--- src/rtl/serial_adder_pkg.sv ---
// Shared types and helpers for the digit-serial adder.
package serial_adder_pkg;

  typedef enum logic {
    S_IDLE,
    S_RUN
  } state_t;

  // Counter width for n states, never narrower than one bit.
  function automatic int unsigned cnt_w(input int unsigned n);
    return (n <= 1) ? 1 : $clog2(n);
  endfunction

endpackage

--- src/rtl/serial_adder_if.sv ---
// Start/busy/done handshake plus operand and result buses of the serial adder.
interface serial_adder_if #(
  parameter int unsigned WIDTH = 8
);
  logic             start;
  logic [WIDTH-1:0] A;
  logic [WIDTH-1:0] B;
  logic             Cin;
  logic             busy;
  logic             done;
  logic [WIDTH-1:0] Sum;
  logic             Cout;
  logic             ovf;

  modport master (
    output start, A, B, Cin,
    input  busy, done, Sum, Cout, ovf
  );

  modport slave (
    input  start, A, B, Cin,
    output busy, done, Sum, Cout, ovf
  );
endinterface

--- src/rtl/serial_adder_digit_adder.sv ---
// DIGIT-bit combinational ripple-carry cell, reused every cycle by serial_adder.
module digit_adder #(
  parameter int unsigned DIGIT = 1
) (
  input  logic [DIGIT-1:0] a,
  input  logic [DIGIT-1:0] b,
  input  logic             ci,
  output logic [DIGIT-1:0] s,
  output logic             co,
  output logic             c_msb
);

  // Ripple through full-adder cells; c_msb keeps the carry entering the top bit.
  always_comb begin
    logic carry;
    carry = ci;
    c_msb = ci;
    s     = '0;
    for (int unsigned i = 0; i < DIGIT; i++) begin
      c_msb = carry;
      s[i]  = a[i] ^ b[i] ^ carry;
      carry = (a[i] & b[i]) | (carry & (a[i] ^ b[i]));
    end
    co = carry;
  end

endmodule

--- src/rtl/serial_adder.sv ---
// Multi-cycle adder: Sum = A + B + Cin over WIDTH bits, DIGIT bits per clock,
// LSB digit first, with a start/busy/done handshake and signed-overflow flag.
module serial_adder
  import serial_adder_pkg::*;
#(
  parameter int unsigned WIDTH = 8,
  parameter int unsigned DIGIT = 1
) (
  input  logic         clk,
  input  logic         rst,
  serial_adder_if.slave bus
);

  if (WIDTH < 1) begin : g_bad_width
    $error("serial_adder: WIDTH must be at least 1");
  end
  if (DIGIT < 1 || DIGIT > WIDTH) begin : g_bad_digit
    $error("serial_adder: DIGIT must be in 1..WIDTH");
  end else if ((WIDTH % DIGIT) != 0) begin : g_bad_ratio
    $error("serial_adder: WIDTH must be a multiple of DIGIT");
  end

  localparam int unsigned N  = WIDTH / DIGIT;
  localparam int unsigned CW = cnt_w(N);
  localparam logic [CW-1:0] LAST = CW'(N - 1);

  state_t           state;
  logic [WIDTH-1:0] opa;
  logic [WIDTH-1:0] opb;
  logic [WIDTH-1:0] res;
  logic [WIDTH-1:0] res_next;
  logic             carry;
  logic [CW-1:0]    cnt;

  logic             busy_q;
  logic             done_q;
  logic [WIDTH-1:0] sum_q;
  logic             cout_q;
  logic             ovf_q;

  logic [DIGIT-1:0] dsum;
  logic             dco;
  logic             dmsb;

  digit_adder #(.DIGIT(DIGIT)) u_digit (
    .a     (opa[DIGIT-1:0]),
    .b     (opb[DIGIT-1:0]),
    .ci    (carry),
    .s     (dsum),
    .co    (dco),
    .c_msb (dmsb)
  );

  // Result register shifts right, the new digit entering at the MSB end; this
  // form also covers DIGIT == WIDTH where nothing of the old value survives.
  always_comb begin
    res_next = (res >> DIGIT) | (WIDTH'(dsum) << (WIDTH - DIGIT));
  end

  // Control FSM, datapath registers and registered outputs.
  always_ff @(posedge clk) begin
    if (rst) begin
      state  <= S_IDLE;
      opa    <= '0;
      opb    <= '0;
      res    <= '0;
      carry  <= 1'b0;
      cnt    <= '0;
      busy_q <= 1'b0;
      done_q <= 1'b0;
      sum_q  <= '0;
      cout_q <= 1'b0;
      ovf_q  <= 1'b0;
    end else begin
      done_q <= 1'b0;
      case (state)
        S_IDLE: begin
          if (bus.start) begin
            opa    <= bus.A;
            opb    <= bus.B;
            carry  <= bus.Cin;
            cnt    <= '0;
            busy_q <= 1'b1;
            state  <= S_RUN;
          end
        end
        S_RUN: begin
          opa   <= opa >> DIGIT;
          opb   <= opb >> DIGIT;
          res   <= res_next;
          carry <= dco;
          cnt   <= cnt + CW'(1);
          if (cnt == LAST) begin
            sum_q  <= res_next;
            cout_q <= dco;
            ovf_q  <= dmsb ^ dco;
            done_q <= 1'b1;
            busy_q <= 1'b0;
            state  <= S_IDLE;
          end
        end
        default: state <= S_IDLE;
      endcase
    end
  end

  assign bus.busy = busy_q;
  assign bus.done = done_q;
  assign bus.Sum  = sum_q;
  assign bus.Cout = cout_q;
  assign bus.ovf  = ovf_q;

endmodule

--- src/flat_wrapper.sv ---
// flat-port wrapper written by rule: the top's interface ports become plain ports
module serial_adder_flat import serial_adder_pkg::*;
#(
  parameter int unsigned WIDTH = 8,
  parameter int unsigned DIGIT = 1
)
  (clk, rst, bus_start, bus_A, bus_B, bus_Cin, bus_busy, bus_done, bus_Sum, bus_Cout, bus_ovf);
  serial_adder_if #(.WIDTH(WIDTH)) bus_i ();
  input  logic clk;
  input  logic rst;
  input wire logic [$bits(bus_i.start)-1:0] bus_start;
  input wire logic [$bits(bus_i.A)-1:0] bus_A;
  input wire logic [$bits(bus_i.B)-1:0] bus_B;
  input wire logic [$bits(bus_i.Cin)-1:0] bus_Cin;
  output wire logic [$bits(bus_i.busy)-1:0] bus_busy;
  output wire logic [$bits(bus_i.done)-1:0] bus_done;
  output wire logic [$bits(bus_i.Sum)-1:0] bus_Sum;
  output wire logic [$bits(bus_i.Cout)-1:0] bus_Cout;
  output wire logic [$bits(bus_i.ovf)-1:0] bus_ovf;
  assign bus_i.start = bus_start;
  assign bus_i.A = bus_A;
  assign bus_i.B = bus_B;
  assign bus_i.Cin = bus_Cin;
  assign bus_busy = bus_i.busy;
  assign bus_done = bus_i.done;
  assign bus_Sum = bus_i.Sum;
  assign bus_Cout = bus_i.Cout;
  assign bus_ovf = bus_i.ovf;
  serial_adder #(.WIDTH(WIDTH), .DIGIT(DIGIT)) u_core (.clk(clk), .rst(rst), .bus(bus_i));
endmodule
--- config.mk ---
export PLATFORM = sky130hd
export DESIGN_NAME = serial_adder_flat
export DESIGN_NICKNAME = d
export VERILOG_FILES = /design/src/rtl/serial_adder_pkg.sv /design/src/rtl/serial_adder_if.sv /design/src/rtl/serial_adder_digit_adder.sv /design/src/rtl/serial_adder.sv /design/src/flat_wrapper.sv
export SDC_FILE = /design/constraint.sdc
export NUM_CORES = 1
export LEC_CHECK = 0
export CAP_MARGIN = 25
export CORE_UTILIZATION = 45
export CTS_BUF_LIST = sky130_fd_sc_hd__clkbuf_4
export DETAILED_ROUTE_END_ITERATION = 8
export PLACE_DENSITY = 0.7
export REMOVE_ABC_BUFFERS = 1
export SLEW_MARGIN = 20
export SYNTH_ARGS = -nofsm -noshare
export SYNTH_HDL_FRONTEND = slang
export SYNTH_SLANG_ARGS = --single-unit
export TNS_END_PERCENT = 5
--- constraint.sdc ---
create_clock -name clk -period 2.93 [get_ports clk]
set_clock_uncertainty 0.1 [all_clocks]
set_input_delay 0.293 -clock clk [delete_from_list [all_inputs] [get_ports clk]]
set_output_delay 0.293 -clock clk [all_outputs]
set_load 0.005 [all_outputs]
==> results.cfg <==
[run_status]
status = finished clean

[die]
num_io_pins = 32
dieArea_mm2 = 0.004204
chipWidth_um = 64.84
core-area_mm2 = 0.003716
num_rows = 22
start_util_pct = 47.81
die_h_um = 64.84

[final_layout]
post-route-cell-area_mm2 = 0.002148
num_antenna_cells = 0
multi_input_comb_area_um2 = 877.1
nets = 218
area_delta_synth_final_pct = 20.92
final_layout_size_suffix_gt1_share_pct = 15.38
seq_area_um2 = 802.0
fillers = 354

[place]
gp_congestion = 0.6830
dp_hpwl_um = 1950
portBuffers = 31
postPlaceCellArea_mm2 = 0.002068

[drt]
drc_errors = 0
wirelength_um = 2965
vias = 1280
vias_per_cell = 5.267
drt_iter0_drc = 64
wl_per_cell_um = 12.20
ant_nets = 0
drt_pre_antenna_iters = 4

[timing]
post-route-min-period_ns = 1.859
setup_tns_ns = 0
slew_headroom_pct = 36.72
fmax_ghz = 0.5379
fin_crit_sh_pct = 63.45
slew_violations = 0
grt_setup_unrepaired = false
final_hold_viol_count = 0
setup_viol = 0
worst_pin_slew_ns = 0.9492
hold_slack_ns = 0.3925

[synthesis]
synthCells = 169
ys.warnings.count = 0
yosys.cell_types.count = 24
ys_ff_latch = 40
syn_area_mm2 = 0.001777
avgSynthCellArea_um2 = 10.51
yosysSeqAreaShare_pct = 45.07

[run]
maxCapViolCount = 0

[clock_tree]
tritoncts = yes
path_clk_slew_ns = 0.12
cts_resized = 0
holdBufCountCts = 0
post_cts_buffers = 0
h-tree-depth = 2
clock_latency_ns = 0.34
clockRootBuffer = clkbuf_4
cts_buffers = 5
cts.sinks = 40
clockBufferDepth = 2

[global_routing]
grt_max_degree = 57
track_usage_pct = 16.39
grt-ovfl-total = 0
grt_pass1_wl_um = 5292
antenna_found_initial = 0
grt_pass1_vias = 1249

[min_path]
min-delay-start = u_core.res[1]$_SDFFE_PP0P_
holdPathEnd = u_core.bus.Sum[0]$_SDFFE_PP0P_
hold_depth = 2
hp-class = flip-flop to flip-flop

[pwr]
clockPowerShare_pct = 33.3
pwr-share-comb_pct = 11.0
p_int_uw = 816.4
p_per_area_mw_per_mm2 = 499.6
leakage_nw = 0.8230
power.switching_uw = 256.9
peakVddDrop_uv = 282.7
p_seq_share_pct = 55.6
p_sw_share_pct = 23.93

[critical_path]
crit_fanout = 56
timing.rr.start = u_core.state$_SDFF_PP0_
slowest_delay_ns = 0.98
cp_cell_sequence = inv_2 -> a211oi_1
reg2reg_to = u_core.opa[3]$_SDFFE_PP0P_
startpoint_type = flip-flop
r2r_slack_ns = 1.07
path_class = flip-flop to flip-flop
setup.worst_path.end_class = flip-flop
critical_path_arrival_ns = 2.01
reg2reg_depth = 2
slowest_stage = dfxtp_2
cp_data_required_time_ns = 3.08
-- final cells by class --
class	count	share of cell area (%)
clock buffers	5	1.747
flip-flops and latches	40	37.33
well taps	48	2.796
inverters	1	0.1747
clock inverters	3	1.980
repair buffers	33	15.14
multi-input cells	113	40.83
-- worst max path at each step --
| stage | to | from |
|---|---|---|
| after floorplan | u_core.opa[2]$_SDFFE_PP0P_ | u_core.state$_SDFF_PP0_ |
| after global placement | u_core.opa[3]$_SDFFE_PP0P_ | u_core.state$_SDFF_PP0_ |
| after detailed placement | u_core.opa[3]$_SDFFE_PP0P_ | u_core.state$_SDFF_PP0_ |
| after CTS | u_core.opa[3]$_SDFFE_PP0P_ | u_core.state$_SDFF_PP0_ |
| after global routing | u_core.opa[3]$_SDFFE_PP0P_ | u_core.state$_SDFF_PP0_ |
| final | u_core.opa[3]$_SDFFE_PP0P_ | u_core.state$_SDFF_PP0_ |
-- cell usage after synthesis (all sizes together) --
| cell type | instances | area [um2] |
|---|---|---|
| mux2i | 24 | 240.2 |
| fa | 1 | 20.02 |
| a211oi | 16 | 155.1 |
| ha | 3 | 37.54 |
| buf | 11 | 80.08 |
| a21oi | 14 | 73.82 |
| or3b | 3 | 26.28 |
| nand2b | 2 | 12.51 |
| xnor2 | 1 | 8.760 |
| nor2b | 15 | 93.84 |
| clkbuf | 4 | 15.01 |
| nor2 | 9 | 33.78 |
| nand3 | 9 | 45.04 |
| inv | 1 | 3.750 |
| nand2 | 3 | 11.26 |
| dfxtp | 40 | 800.8 |
| nor3 | 2 | 10.01 |
| a21bo | 10 | 100.1 |
| a311oi | 1 | 8.760 |
-- flip-flops by register name, summed over array words and instances (netlist names) --
signal,flops
u_core.bus.Sum,8
u_core.opa,8
u_core.opb,8
u_core.res,7
u_core.cnt,3
u_core.bus.Cout,1
u_core.bus.busy,1
u_core.bus.done,1
u_core.bus.ovf,1
u_core.carry,1
u_core.state,1
-- logic make-up (layout without fill, tap and decap cells) --
group | Yosys count | after routing | synth area share, %
fa+ha+maj | 4 | 4 | 3.240
buf+inv | 16 | 42 | 5.563
compound gates | 41 | 41 | 19.01
simple gates | 43 | 43 | 13.10
mux | 24 | 24 | 13.52
xor+xnor | 1 | 1 | 0.4930
flops | 40 | 40 | 45.07
-- layer usage --
layer	wire length [um]	vias up	GRT usage (%)
met3	147	4	4.577
li1	-	644	-
met2	1498	28	29.30
met1	1289	604	17.99
met4	30	0	6.667
met5	0	-	0
-- layout by cell type, fill, tap and decap left out --
master / instances
clkinv_2: 1
nand2b_1: 2
a21oi_2: 1
a211oi_2: 7
dfxtp_1: 39
nand3_1: 9
a21oi_1: 13
a21bo_2: 10
clkdlybuf4s50_1: 31
xnor2_1: 1
dfxtp_2: 1
mux2i_1: 24
ha_1: 3
or3b_1: 3
clkinvlp_4: 1
a211oi_1: 9
a311oi_1: 1
nor2b_1: 15
inv_2: 1
nand2_1: 3
nor3_1: 2
clkbuf_4: 5
buf_4: 2
fa_1: 1
bufinv_16: 1
nor2_1: 9
-- per-stage QoR --
| step | std cells | worst slack, ns | utilization [%] | total power [mW] |
|---|---|---|---|---|
| after detailed placement | 235 | 1.116 | 55.66 | 0.7297 |
| final | 243 | 1.071 | 57.81 | 1.073 |
| after CTS | 243 | 1.070 | 57.81 | 1.088 |
| after global routing | 243 | 0.8702 | 57.81 | 1.131 |
| after global placement | 235 | 1.201 | 55.66 | 0.7237 |
| after floorplan | 154 | 0.9833 | - | 0.6688 |
-- critical path: cells and delay by family, from the launching register on --
kind	cells	cell delay, ns
flops	1	0.98
buf+inv	1	0.35
compound gates	1	0.32
-- power groups by stage --
| stage | sequential, mW | clock (mW) | combinational, mW |
|---|---|---|---|
| CTS | 0.598 | 0.370 | 0.120 |
| global placement | 0.608 | 0 | 0.115 |
| global route | 0.603 | 0.396 | 0.133 |
| finish | 0.597 | 0.357 | 0.119 |
| floorplan | 0.602 | 0 | 0.0667 |
| detailed placement | 0.610 | 0 | 0.120 |
(Power assumes the default switching activity.)
